==> config.mk <==
export PLATFORM = sky130hd
export DESIGN_NAME = mult_control
export DESIGN_NICKNAME = d
export VERILOG_FILES = /design/src/rtl/mult_pkg.sv /design/src/rtl/mult_control.sv
export SDC_FILE = /design/constraint.sdc
export NUM_CORES = 1
export LEC_CHECK = 0
export ABC_AREA = 0
export BUFFER_PORTS_ARGS = -buffer_cell sky130_fd_sc_hd__buf_2
export CORE_AREA = 2 2 39 41
export CTS_CLUSTER_DIAMETER = 40
export DETAILED_ROUTE_END_ITERATION = 7
export DIE_AREA = 0 0 41 43
export MAX_ROUTING_LAYER = met4
export SETUP_SLACK_MARGIN = 0.5
export SYNTH_ARGS = -nofsm -noshare
export SYNTH_HDL_FRONTEND = slang
export SYNTH_SLANG_ARGS = --single-unit
==> constraint.sdc <==
create_clock -name Clk -period 1.5 [get_ports Clk]
set_input_delay 0.3 -clock Clk [delete_from_list [all_inputs] [get_ports Clk]]
set_output_delay 0.3 -clock Clk [all_outputs]
set_load 0.01 [all_outputs]
==> src/rtl/mult_pkg.sv <==
// Shared types and defaults for the shift-add multiplier control path.
// Imported by mult_control.
package mult_pkg;

   typedef enum logic [2:0] {
      IDLE,
      START,
      ADD,
      SHIFT,
      DONE
   } mult_state_t;

   localparam int N_BITS_DEF = 8;

endpackage

==> src/rtl/mult_control.sv <==
// Sequencing FSM for the 8-bit signed shift-add multiplier.
// Drives register_unit loads/shift, the add/sub function and the X flop.
module mult_control
   import mult_pkg::*;
#(
   parameter int N_BITS = N_BITS_DEF
) (
   input  logic Clk,
   input  logic Reset,
   input  logic Run,
   input  logic ClearA_LoadB,
   input  logic M,
   output logic Clr_XA,
   output logic Ld_A,
   output logic Ld_X,
   output logic Ld_B,
   output logic Shift_En,
   output logic Fn,
   output logic Busy,
   output logic Done
);

   localparam int CNT_W = (N_BITS > 1) ? $clog2(N_BITS) : 1;
   localparam logic [CNT_W-1:0] LAST = CNT_W'(N_BITS - 1);

   mult_state_t      state_q, state_d;
   logic [CNT_W-1:0] cnt_q, cnt_d;

   always_ff @(posedge Clk) begin
      if (Reset) begin
         state_q <= IDLE;
         cnt_q   <= '0;
      end else begin
         state_q <= state_d;
         cnt_q   <= cnt_d;
      end
   end

   always_comb begin
      state_d  = state_q;
      cnt_d    = cnt_q;
      Clr_XA   = 1'b0;
      Ld_A     = 1'b0;
      Ld_B     = 1'b0;
      Shift_En = 1'b0;
      Fn       = 1'b0;
      Busy     = 1'b0;
      Done     = 1'b0;
      unique case (state_q)
         IDLE: begin
            if (Run) begin
               state_d = START;
            end else if (ClearA_LoadB) begin
               Ld_B   = 1'b1;
               Clr_XA = 1'b1;
            end
         end
         START: begin
            Busy    = 1'b1;
            Clr_XA  = 1'b1;
            cnt_d   = '0;
            state_d = ADD;
         end
         ADD: begin
            Busy    = 1'b1;
            Ld_A    = M;
            Fn      = (cnt_q == LAST);
            state_d = SHIFT;
         end
         SHIFT: begin
            Busy     = 1'b1;
            Shift_En = 1'b1;
            if (cnt_q == LAST) begin
               state_d = DONE;
            end else begin
               cnt_d   = cnt_q + 1'b1;
               state_d = ADD;
            end
         end
         DONE: begin
            Done = 1'b1;
            if (!Run) state_d = IDLE;
         end
         default: begin
            state_d = IDLE;
            cnt_d   = '0;
         end
      endcase
      // Reset aborts at once: no strobe may escape in the reset cycle.
      if (Reset) begin
         Clr_XA   = 1'b0;
         Ld_A     = 1'b0;
         Ld_B     = 1'b0;
         Shift_En = 1'b0;
         Fn       = 1'b0;
         Busy     = 1'b0;
         Done     = 1'b0;
      end
   end

   assign Ld_X = Ld_A;

endmodule
# Word level (Yosys, flattened, before mapping)
# Index checks and enable logic that the tools add are counted.
dict set report word_totals {
  romBits 0
  ramBits 0
  latchBits 0
  output_inout_bits 8
  memories 0
  elab_cells 39
  regBits 6
}
dict set report classes {
  shifts 0
  magnitude_cmp 0
  bitwise_logic 1
  div 0
  mux 22
  n_eq_ne 8
  addsub 1
  multipliers 0
  reduce_logical 5
}
# operator count
set op_table {}
lappend op_table {{two-way mux 1 bit} 15}
lappend op_table {{one-hot mux 3 bit (5 select lines)} 1}
lappend op_table {{two-way mux 3 bit} 4}
lappend op_table {{equality test 3 x 2 -> 1 bit (second input constant)} 2}
lappend op_table {{equality test 3 bit (second input constant)} 2}
lappend op_table {{inequality test 2 bit (second input constant)} 3}
lappend op_table {{one-hot mux 3 bit (2 select lines)} 1}
lappend op_table {{OR reduction 3 bit} 2}
lappend op_table {{AND reduction 2 bit} 2}
lappend op_table {{adder 3 x 1 -> 3 bit (second input constant)} 1}
lappend op_table {{equality test 3 x 1 -> 1 bit (second input constant)} 1}
lappend op_table {{logical NOT 3 bit} 1}
lappend op_table {{one-hot mux 1 bit (2 select lines)} 1}
lappend op_table {{NOT 1 bit} 1}

# Longest topological paths before layout
dict set report depth {
  depth_word 4
  ltp_mapped 5
  depth_no_buf 5
}

# Worst setup path before layout
# No wires, ideal clock.
dict set report synth_timing {
  kind {reg2out}
  startpoint {reg state_q[2]}
  endpoint {out Ld_X}
  arrival_time_ps 1053
  setup_slack_ps 147
  required_ps 1200
  stages_incl_launch_ff 5
  cell_sequence {dfxtp_1 -> buf_2 -> nor3_1 -> and3_2 -> buf_4}
}
dict set report synth_between {
  elab_chain_cells 3
}
# element line
set synth_lines {}
lappend synth_lines {{from (decl)} mult_control.sv:26} ;# mult_state_t state_q, state_d;
lappend synth_lines {{from (signal assigned)} mult_control.sv:34} ;# state_q <= state_d;
lappend synth_lines {{equality test 3 x 2 -> 1 bit} mult_control.sv:49} ;# unique case (state_q)
lappend synth_lines {{two-way mux 1 bit} mult_control.sv:49}
lappend synth_lines {{two-way mux 1 bit} mult_control.sv:90} ;# if (Reset) begin
lappend synth_lines {{to (decl)} mult_control.sv:15} ;# output logic Ld_X,
# Every way passes these cells.

# Final worst setup path
dict set report layout_timing {
  startpoint {reg cnt_q[1]}
  endpoint {out Fn}
}
dict set report layout_between {
  elab_chain_cells 3
}
# element line
set layout_lines {}
lappend layout_lines {{from (decl)} mult_control.sv:27} ;# logic [CNT_W-1:0] cnt_q, cnt_d;
lappend layout_lines {{from (signal assigned)} mult_control.sv:35} ;# cnt_q <= cnt_d;
lappend layout_lines {{equality test 3 bit} mult_control.sv:67} ;# Fn = (cnt_q == LAST);
lappend layout_lines {{two-way mux 1 bit} mult_control.sv:49}
lappend layout_lines {{two-way mux 1 bit} mult_control.sv:90}
lappend layout_lines {{to (decl)} mult_control.sv:18} ;# output logic Fn,
# Every way passes these cells.

==> qor.csv <==
metric,value,unit
cp_max_fo,2,
worst_slew_pin_slew,285,ps
synth-main-ff-cell,dfxtp_1,
path_buf_inv,1,
rows,14,
synth_top_family_by_area,simple AND/OR/NAND/NOR gates,
clock-root-buffer,clkbuf_4,
avgRoutedWirePerCell,12.0,µm
finalHoldViolCount,0,
gp_congestion,0.702,
dpl.cell_count,68,
post-route-period-util,0.977,
finClkSkew,7.28,ps
synth_cells,44,
yosysUniqueCellTypes,26,
first_iter_violations,4,
numCtsBuffers,3,
cp.arrival,1170,ps
rsz0062_at_grt,yes,
syn_nets,51,
grt_use_met3,0.0942,
antenna_found_initial,0,
slew_violations,0,
fill_cells,135,
fin_cells,81,
clockBufferDepth,2,
slowest_stage,dfxtp_2,
hpwl,600,µm
muxShareOfSynthArea,0.0265,
worstHoldPathType,in2reg,
postRouteAntennaNets,0,
critPathKind,reg2out,
pre_cts_ws,184,ps
p_leak,0.294,nW
via_count,402,
layout.nets,74,
synthAdderAreaFrac,0.0662,
grt_remaining_overflow,0,
drt_pass1_iterations,2,
dieArea,1760,µm²
place_area,492,µm²
relSlewSlack,0.810,
peakVddDrop,0.304,mV
drc,0,
grt_max_degree,10,
die-width,41,µm
core_area,1380,µm²
grt_util_met1,0.129,
critPathCaptureType,output pin,
top_usage_layer,met2,
synth_seq_area_share,0.318,
ys_warn_count,0,
avgSynthCellArea,8.59,µm²
cts_htree_levels,1,
cpMostUsedCell,ha_4,
grt_pass1_vias,382,
crit_path_start_kind,register,
area_growth,75.5,%
portBuffers,12,
fmax,683,MHz
diodes,0,
min_period,1470,ps
drive_gt1_frac,0.723,
design_area,663,µm²
p_per_area,657,nW/µm²
synth_simple_gate_area_share,0.308,
clock_latency,260,ps
path_delay_family,flip-flops,
cts_tree,done,
crit_chain,ha_4 > ha_4 > nand2_4 > nor2b_2 > buf_2,
synth-xor-area-share,0,
path_clk_slew,50,ps
vias_per_cell,4.96,
start_util,0.273,
synth_compound_area_frac,0.175,
die_y,43,µm
synthArstFlopShare,0,
finalSetupViolations,0,
fin_ws,34.9,ps
grt_util_all_layers,0.142,
max_stage_delay,350,ps
cap_violations,0,
syn_area,378,µm²
io_pins,13,
outcome,"finished, final reports clean",
grt_use_met2,0.231,
grt_pass1_wl,1.55,mm
cp_data_required_time,1200,ps
routed_wl,968,µm
clock-sinks,6,
synth_edf_count,0,
ys_seq_elements,6,
layout make-up:
class                           count  area, µm²  area share
Inverter                            1       3.75     0.00566
Sequential cell                     6        134       0.202
Multi-Input combinational cell     32        318       0.479
Tap cell                           16       20.0      0.0302
Clock buffer                        3       22.5      0.0340
Timing Repair Buffer               23        165       0.249
cells in the final DEF (no fill, tap or decap), drive strengths merged:
master   instances
a21oi            2
a221oi           1
a22o             1
and2             1
and3             3
buf             23
clkbuf           3
dfxtp            6
ha               2
inv              1
mux2i            1
nand2            2
nand2b           2
nand3            2
nand4            1
nand4b           1
nor2             4
nor2b            2
nor3             2
nor4             1
o2111ai          1
o21a             1
o21ai            1
o22ai            1
Yosys cell counts (2+ instances only):
library cell / number / share of area
dfxtp_1: 6 / 0.32
nor2_1: 4 / 0.040
a21oi_1: 2 / 0.026
and3_2: 2 / 0.040
buf_2: 2 / 0.026
buf_4: 2 / 0.040
ha_1: 2 / 0.066
nand2_1: 2 / 0.020
nand2b_1: 2 / 0.033
nand3_1: 2 / 0.026
nor2b_1: 2 / 0.033
nor3_1: 2 / 0.026
worst min-delay path, cell delays in order:
cell     delay [ps]
buf_2           120
nand3_1          80
a21oi_1          70
cell families (layout without fill, tap and decap cells):
logic type	Yosys count	in the layout
and+or+nand+nor	21	21
AOI/OAI and AO/OA	8	8
DFF	6	6
buffers and inverters	6	27
adders and majority gates	2	2
muxes	1	1
through the flow:
stage / setup TNS [ps] / hold WS (ps) / utilization / power (mW)
2_1_floorplan: 0 / 414 / - / 0.243
3_3_place_gp: 0 / 431 / 0.355 / 0.252
3_5_place_dp: 0 / 435 / 0.355 / 0.252
4_1_cts: 0 / 340 / 0.445 / 0.432
5_1_grt: -13.9 / 372 / 0.479 / 0.459
6_report: 0 / 353 / 0.479 / 0.436
sequential cells by signal, summed over array words and instances, names as in the netlist:
name     cells
cnt_q        3
state_q      3
repair_timing:
| action | in CTS | in global routing |
|---|---|---|
| resized for setup | 9 | 8 |
| endpoints found under the hold margin | 0 | 0 |
| setup endpoints to repair | 13 | 13 |
| hold buffers | 0 | 0 |
| pin swaps | 8 | 6 |
| buffers inserted | 9 | 1 |
per-layer routing:
metal,vias to the layer above,part of all wire
li1,200,-
met1,186,0.37
met2,13,0.53
met3,3,0.083
met4,0,0.013
met5,-,0
path summary, 6_finish.rpt:
path,start,to,slack (ps),cells past startpoint
setup reg to reg,cnt_q[1],cnt_q[2],70,7
hold reg to reg,cnt_q[1],cnt_q[1],500,2
hold / removal,Run,state_q[2],350,3
setup / recovery,cnt_q[1],Fn,30,5
report_power, final:
part | leakage (nW) | total (mW) | internal (mW) | switching [mW]
Combinational | 0.228 | 0.101 | 0.0536 | 0.0470
Sequential | 0.0521 | 0.178 | 0.166 | 0.0120
Clock | 0.0138 | 0.157 | 0.0910 | 0.0664
No activity file was read; power rests on OpenSTA's default activity.
